**src/rtl/fpcvt_pipe.sv**
```systemverilog
// fpcvt_pipe: 3-stage integer to (S,E,F) float converter with
// round/truncate, saturation and valid/ready streaming.
//
// Ports:
//   clk, rst_n          clock, async active-low reset
//   in_valid/in_ready   input handshake
//   in_d [DW]           two's-complement integer
//   in_rnd              1 = round half up on magnitude, 0 = truncate
//   out_valid/out_ready output handshake
//   out_s, out_e [EW], out_f [FW]  sign, exponent, significand
//   out_sat, out_inexact           status flags
module fpcvt_pipe #(
  parameter int DW = 13,
  parameter int EW = 3,
  parameter int FW = 5
) (
  input  logic          clk,
  input  logic          rst_n,
  input  logic          in_valid,
  output logic          in_ready,
  input  logic [DW-1:0] in_d,
  input  logic          in_rnd,
  output logic          out_valid,
  input  logic          out_ready,
  output logic          out_s,
  output logic [EW-1:0] out_e,
  output logic [FW-1:0] out_f,
  output logic          out_sat,
  output logic          out_inexact
);

  localparam int PW = $clog2(DW);
  localparam int XW = ((PW > EW) ? PW : EW) + 1;

  typedef struct packed {
    logic          s;
    logic [DW-1:0] m;
    logic          rnd;
  } s1_t;

  typedef struct packed {
    logic          s;
    logic [XW-1:0] e;
    logic [FW-1:0] f;
    logic          r;
    logic          st;
    logic          rnd;
  } s2_t;

  logic r_v1;
  logic r_v2;
  logic r_v3;
  s1_t  r_s1;
  s2_t  r_s2;

  logic w_rdy1;
  logic w_rdy2;
  logic w_rdy3;

  assign w_rdy3   = !r_v3 | out_ready;
  assign w_rdy2   = !r_v2 | w_rdy3;
  assign w_rdy1   = !r_v1 | w_rdy2;
  assign in_ready = w_rdy1;
  assign out_valid = r_v3;

  // stage 1: sign and magnitude
  s1_t w_s1;

  always_comb begin
    w_s1     = '0;
    w_s1.s   = in_d[DW-1];
    w_s1.m   = in_d[DW-1] ? -in_d : in_d;
    w_s1.rnd = in_rnd;
  end

  always_ff @(posedge clk or negedge rst_n) begin
    if (!rst_n) begin
      r_v1 <= 1'b0;
      r_s1 <= '0;
    end else if (w_rdy1) begin
      r_v1 <= in_valid;
      if (in_valid)
        r_s1 <= w_s1;
    end
  end

  // stage 2: leading one, field extraction
  logic [PW-1:0] w_p;
  logic          w_nz;
  logic [PW-1:0] w_sh;
  logic [DW-1:0] w_norm;
  logic          w_big;
  s2_t           w_s2;

  always_comb begin
    w_p  = '0;
    w_nz = 1'b0;
    for (int i = 0; i < DW; i++) begin
      if (r_s1.m[i]) begin
        w_p  = PW'(i);
        w_nz = 1'b1;
      end
    end
  end

  // left-justify the magnitude so the leading one sits at DW-1
  assign w_sh   = PW'(DW - 1) - w_p;
  assign w_norm = r_s1.m << w_sh;
  assign w_big  = w_nz & (w_p >= PW'(FW));

  always_comb begin
    w_s2     = '0;
    w_s2.s   = r_s1.s;
    w_s2.rnd = r_s1.rnd;
    unique case (1'b1)
      w_big: begin
        w_s2.e  = XW'(w_p) - XW'(FW - 1);
        w_s2.f  = w_norm[DW-1 -: FW];
        w_s2.r  = w_norm[DW-1-FW];
        w_s2.st = |w_norm[DW-2-FW:0];
      end
      default: begin
        w_s2.e  = '0;
        w_s2.f  = r_s1.m[FW-1:0];
        w_s2.r  = 1'b0;
        w_s2.st = 1'b0;
      end
    endcase
  end

  always_ff @(posedge clk or negedge rst_n) begin
    if (!rst_n) begin
      r_v2 <= 1'b0;
      r_s2 <= '0;
    end else if (w_rdy2) begin
      r_v2 <= r_v1;
      if (r_v1)
        r_s2 <= w_s2;
    end
  end

  // stage 3: round, renormalise, saturate
  logic          w_inc;
  logic [FW:0]   w_sum;
  logic          w_cy;
  logic [FW-1:0] w_f2;
  logic [XW-1:0] w_e2;
  logic          w_sat;
  logic [EW-1:0] w_eo;
  logic [FW-1:0] w_fo;
  logic          w_inx;

  assign w_inc = r_s2.rnd & r_s2.r;
  assign w_sum = {1'b0, r_s2.f} + {{FW{1'b0}}, w_inc};
  assign w_cy  = w_sum[FW];
  // carry out of F means the significand became 2.0; renormalise
  assign w_f2  = w_cy ? {1'b1, {(FW-1){1'b0}}}
                      : w_sum[FW-1:0];
  assign w_e2  = r_s2.e + {{(XW-1){1'b0}}, w_cy};
  assign w_sat = |w_e2[XW-1:EW];
  assign w_eo  = w_sat ? '1 : w_e2[EW-1:0];
  assign w_fo  = w_sat ? '1 : w_f2;
  assign w_inx = r_s2.r | r_s2.st | w_sat;

  always_ff @(posedge clk or negedge rst_n) begin
    if (!rst_n) begin
      r_v3        <= 1'b0;
      out_s       <= 1'b0;
      out_e       <= '0;
      out_f       <= '0;
      out_sat     <= 1'b0;
      out_inexact <= 1'b0;
    end else if (w_rdy3) begin
      r_v3 <= r_v2;
      if (r_v2) begin
        out_s       <= r_s2.s;
        out_e       <= w_eo;
        out_f       <= w_fo;
        out_sat     <= w_sat;
        out_inexact <= w_inx;
      end
    end
  end

endmodule
```
**config.mk**
```make
export PLATFORM = sky130hd
export DESIGN_NAME = fpcvt_pipe
export DESIGN_NICKNAME = d
export VERILOG_FILES = /design/src/rtl/fpcvt_pipe.sv
export SDC_FILE = /design/constraint.sdc
export NUM_CORES = 1
export LEC_CHECK = 0
export BUFFER_PORTS_ARGS = -buffer_cell sky130_fd_sc_hd__buf_4
export CAP_MARGIN = 40
export CORE_ASPECT_RATIO = 1.4
export CORE_UTILIZATION = 39
export DETAILED_ROUTE_END_ITERATION = 6
export SLEW_MARGIN = 20
export SYNTH_ARGS = -nofsm -noshare
export SYNTH_HDL_FRONTEND = slang
export SYNTH_SLANG_ARGS = --single-unit
```
**constraint.sdc**
```tcl
create_clock -name clk -period 4.6 [get_ports clk]
set_clock_uncertainty 0.05 [all_clocks]
set_input_delay 0.46 -clock clk [delete_from_list [all_inputs] [get_ports clk]]
set_output_delay 0.46 -clock clk [all_outputs]
set_load 0.01 [all_outputs]
```
==> flow_metrics.env <==
export IMPL_reg2reg_slack_ns=1.38
export IMPL_post_cts_setup_buffer_count=0
export IMPL_nets=381
export IMPL_cp_data_arrival_time_ns=3.35
export IMPL_routedWlPerCell_um=14.8
export IMPL_p_leak_nw=1.45
export IMPL_rr_startpoint="r_s1[13]"
export IMPL_pwr_share_comb_pct=45.5
export IMPL_synth_cells=335
export IMPL_grt_first_pass_wirelength_um=11100
export IMPL_h_tree_depth=2
export IMPL_cts_sinks=43
export IMPL_synth_avg_cell_area_um2=8.73
export IMPL_swShare_pct=41.5
export IMPL_ir_drop_mv=0.187
export IMPL_power_internal_uw=928
export IMPL_track_usage_pct=18.5
export IMPL_p_total_mw=1.59
export IMPL_endpoint_kind="flip-flop"
export IMPL_die_width_um=75.2
export IMPL_synth_edff_count=0
export IMPL_path_clk_slew_ns=0.09
export IMPL_regArea_um2=1080
export IMPL_root_buffer="clkbuf_8"
export IMPL_synth_top_area_cell="dfrtp_1"
export IMPL_ys_top_cells_by_count="59 x nand2_1, 43 x dfrtp_1, 33 x o21ai_0, 20 x nor2_1, 16 x a21oi_1"
export IMPL_ios=31
export IMPL_remaining_drc_errors=0
export IMPL_cp_startpoint="r_s1[13]"
export IMPL_grt_antenna_before_repair=0
export IMPL_path_class="flip-flop to flip-flop"
export IMPL_worst_pin_slew_ns=0.590
export IMPL_fill_cells=762
export IMPL_yosysMostFrequentCell="nand2_1"
export IMPL_hold_buffers=0
export IMPL_setup_viol=0
export IMPL_post_place_ws_ns=1.12
export IMPL_layout_drive_gt1_share_pct=17.5
export IMPL_period_minus_slack_ns=3.22
export IMPL_critPathMaxFanout=26
export IMPL_synth_area_leaders="dfrtp_1 37%, nand2_1 7.6%, o21ai_0 5.6%"
export IMPL_r2r_end="r_s2[6]"
export IMPL_cts_buffers_inserted=5
export IMPL_p_sw_uw=658
export IMPL_viasPerCell=5.29
export IMPL_start_util_pct=40.0
export IMPL_routabilityCongestion=0.838
export IMPL_synth_ff_latch_count=43
export IMPL_finalCritPeriodShare_pct=69.9
export IMPL_fmax_mhz=311
export IMPL_ys_seq_area_share_pct=36.8
export IMPL_antenna_cells=0
export IMPL_dieArea_um2=7850
export IMPL_synth_area_um2=2920
export IMPL_max_slew_margin_pct=60.3
export IMPL_io_buffer_count=30
export IMPL_cp_start_kind="flip-flop"
export IMPL_clock_path_buffers=2
export IMPL_synth_distinct_cells=65
export IMPL_pwr_share_clk_pct=16.5
export IMPL_min_path_type="input port to asynchronous set/reset pin"
export IMPL_async_reset_ff_share_pct=100
export IMPL_std_cell_rows=37
export IMPL_drt_total_wl_um=6680
export IMPL_tritoncts="yes"
export IMPL_grt_max_degree=44
export IMPL_clock_latency_ns=0.31
export IMPL_maxSlewViolCount=0
export IMPL_multi_input_area_um2=1690
export IMPL_cts_resized=0
export IMPL_num_vias=2389
export IMPL_areaGrowthSynthToFinish_pct=12.6
export IMPL_drtPass1Iterations=4
export IMPL_drv_cap=0
export IMPL_dp_final_hpwl_um=5000
export IMPL_timing_hold_violations_final=0
export IMPL_status="complete, no violations"
export IMPL_setup_slack_ns=1.38
export IMPL_grt_setup_unrepaired="no"
export IMPL_detail_route_antenna_nets=0
export IMPL_synth_top_area_share_pct=36.8
export IMPL_yosysWarningCount=0
export IMPL_grt_remaining_overflow=0
export IMPL_r2r_cells=9
export IMPL_p_seq_share_pct=38.0
export IMPL_synth_net_count=362
export IMPL_powerDensity_nw_per_um2=482
export IMPL_worstSetupEndpoint="r_s2[6]"
export IMPL_tns_ns=0
export IMPL_synth_flop_cell="dfrtp_1"
export IMPL_die_height_um=104
export IMPL_critPathRequiredTime_ns=4.74
export IMPL_core_area_um2=7310
export IMPL_drtIter0Drc=124
export IMPL_grt_pass1_vias=2296
[worst max-delay path, stage by stage, from the launching register on]
cell and delay, ns:
dfrtp_1 0.68, nor2b_4 0.08, or3_4 0.37, o21ai_4 0.35, ha_1 0.35, buf_8 0.18
mux2i_1 0.27, mux2i_1 0.18, a2111oi_1 0.49, a211oi_2 0.09
[metal layers]
layer	share of wire [%]	wire [um]	vias to the layer above	GRT usage, %
li1	-	-	1223	-
met1	41	2720	1105	20.2
met2	54	3600	49	34.1
met3	3.1	209	12	2.71
met4	2.3	152	0	7.54
met5	0	0	-	0
[worst min path at each step]
stage	endpoint	cells past startpoint
5_1_grt	out_valid	1
3_5_place_dp	r_s2[0]	2
3_3_place_gp	r_s2[0]	2
2_1_floorplan	out_e[0]	0
6_report	out_f[3]	1
4_1_cts	out_valid	1
[through the flow]
stage / util, % / hold WS (ns) / area, um^2 / cells
final: 45.0 / 0.0740 / 3290 / 452
after CTS: 44.5 / 0.111 / 3260 / 449
after floorplan: - / 0.114 / 2920 / 335
after global placement: 43.3 / 0.395 / 3160 / 441
after detailed placement: 43.3 / 0.401 / 3160 / 441
after global routing: 45.0 / 0.132 / 3290 / 452
[power groups by stage]
stage                     registers [mW]  logic (mW)  clock network (mW)
after detailed placement           0.612       0.699                   0
after global routing               0.624       0.810               0.280
final                              0.602       0.722               0.262
after CTS                          0.604       0.704               0.267
after global placement             0.606       0.702                   0
after floorplan                    0.583       0.519                   0
[sequential cells by signal, indices dropped and copies added, names as in the netlist, 3 cells and up]
signal / count
r_s1: 15
r_s2: 14
out_f: 5
out_e: 3
[cell usage in the layout (no fill, tap or decap), types with 4 or more instances in the layout]
master    synthesis  layout
or3_1             4       4
buf_4             2      30
nand2b_1          7       7
mux2_2            4       4
inv_1            11      11
dfrtp_1          43      43
a21oi_1          16      16
xnor2_1           6       6
nand2_1          59      59
nor3_1            8       8
and3_1            4       4
clkbuf_8          0       5
xor2_1            9       9
mux2i_1          13      13
ha_1              9       9
o21ai_0          33      33
o31ai_1           5       5
nor2_1           20      20
a211oi_1          4       4
[cell families (layout without fill, tap and decap cells)]
logic type | after synthesis | count (layout) | synth area share [%]
AO/OA/AOI/OAI | 89 | 89 | 20.8
AND/OR/NAND/NOR | 128 | 128 | 22.3
adder cells (fa/ha/maj) | 9 | 9 | 3.85
buffers and inverters | 33 | 53 | 5.26
XOR/XNOR | 16 | 16 | 5.05
multiplexers | 17 | 17 | 5.99
flip-flops | 43 | 43 | 36.8
[cell type report]
class                      instances  area share [%]
tap                               97            3.69
inverter                          12            1.44
sequential                        43            32.7
clock inverter                     3           0.722
clock buffer                       5            2.09
multi-input combinational        259            51.5
timing repair buffer              33            7.91
No activity file was read; power rests on OpenSTA's default activity.
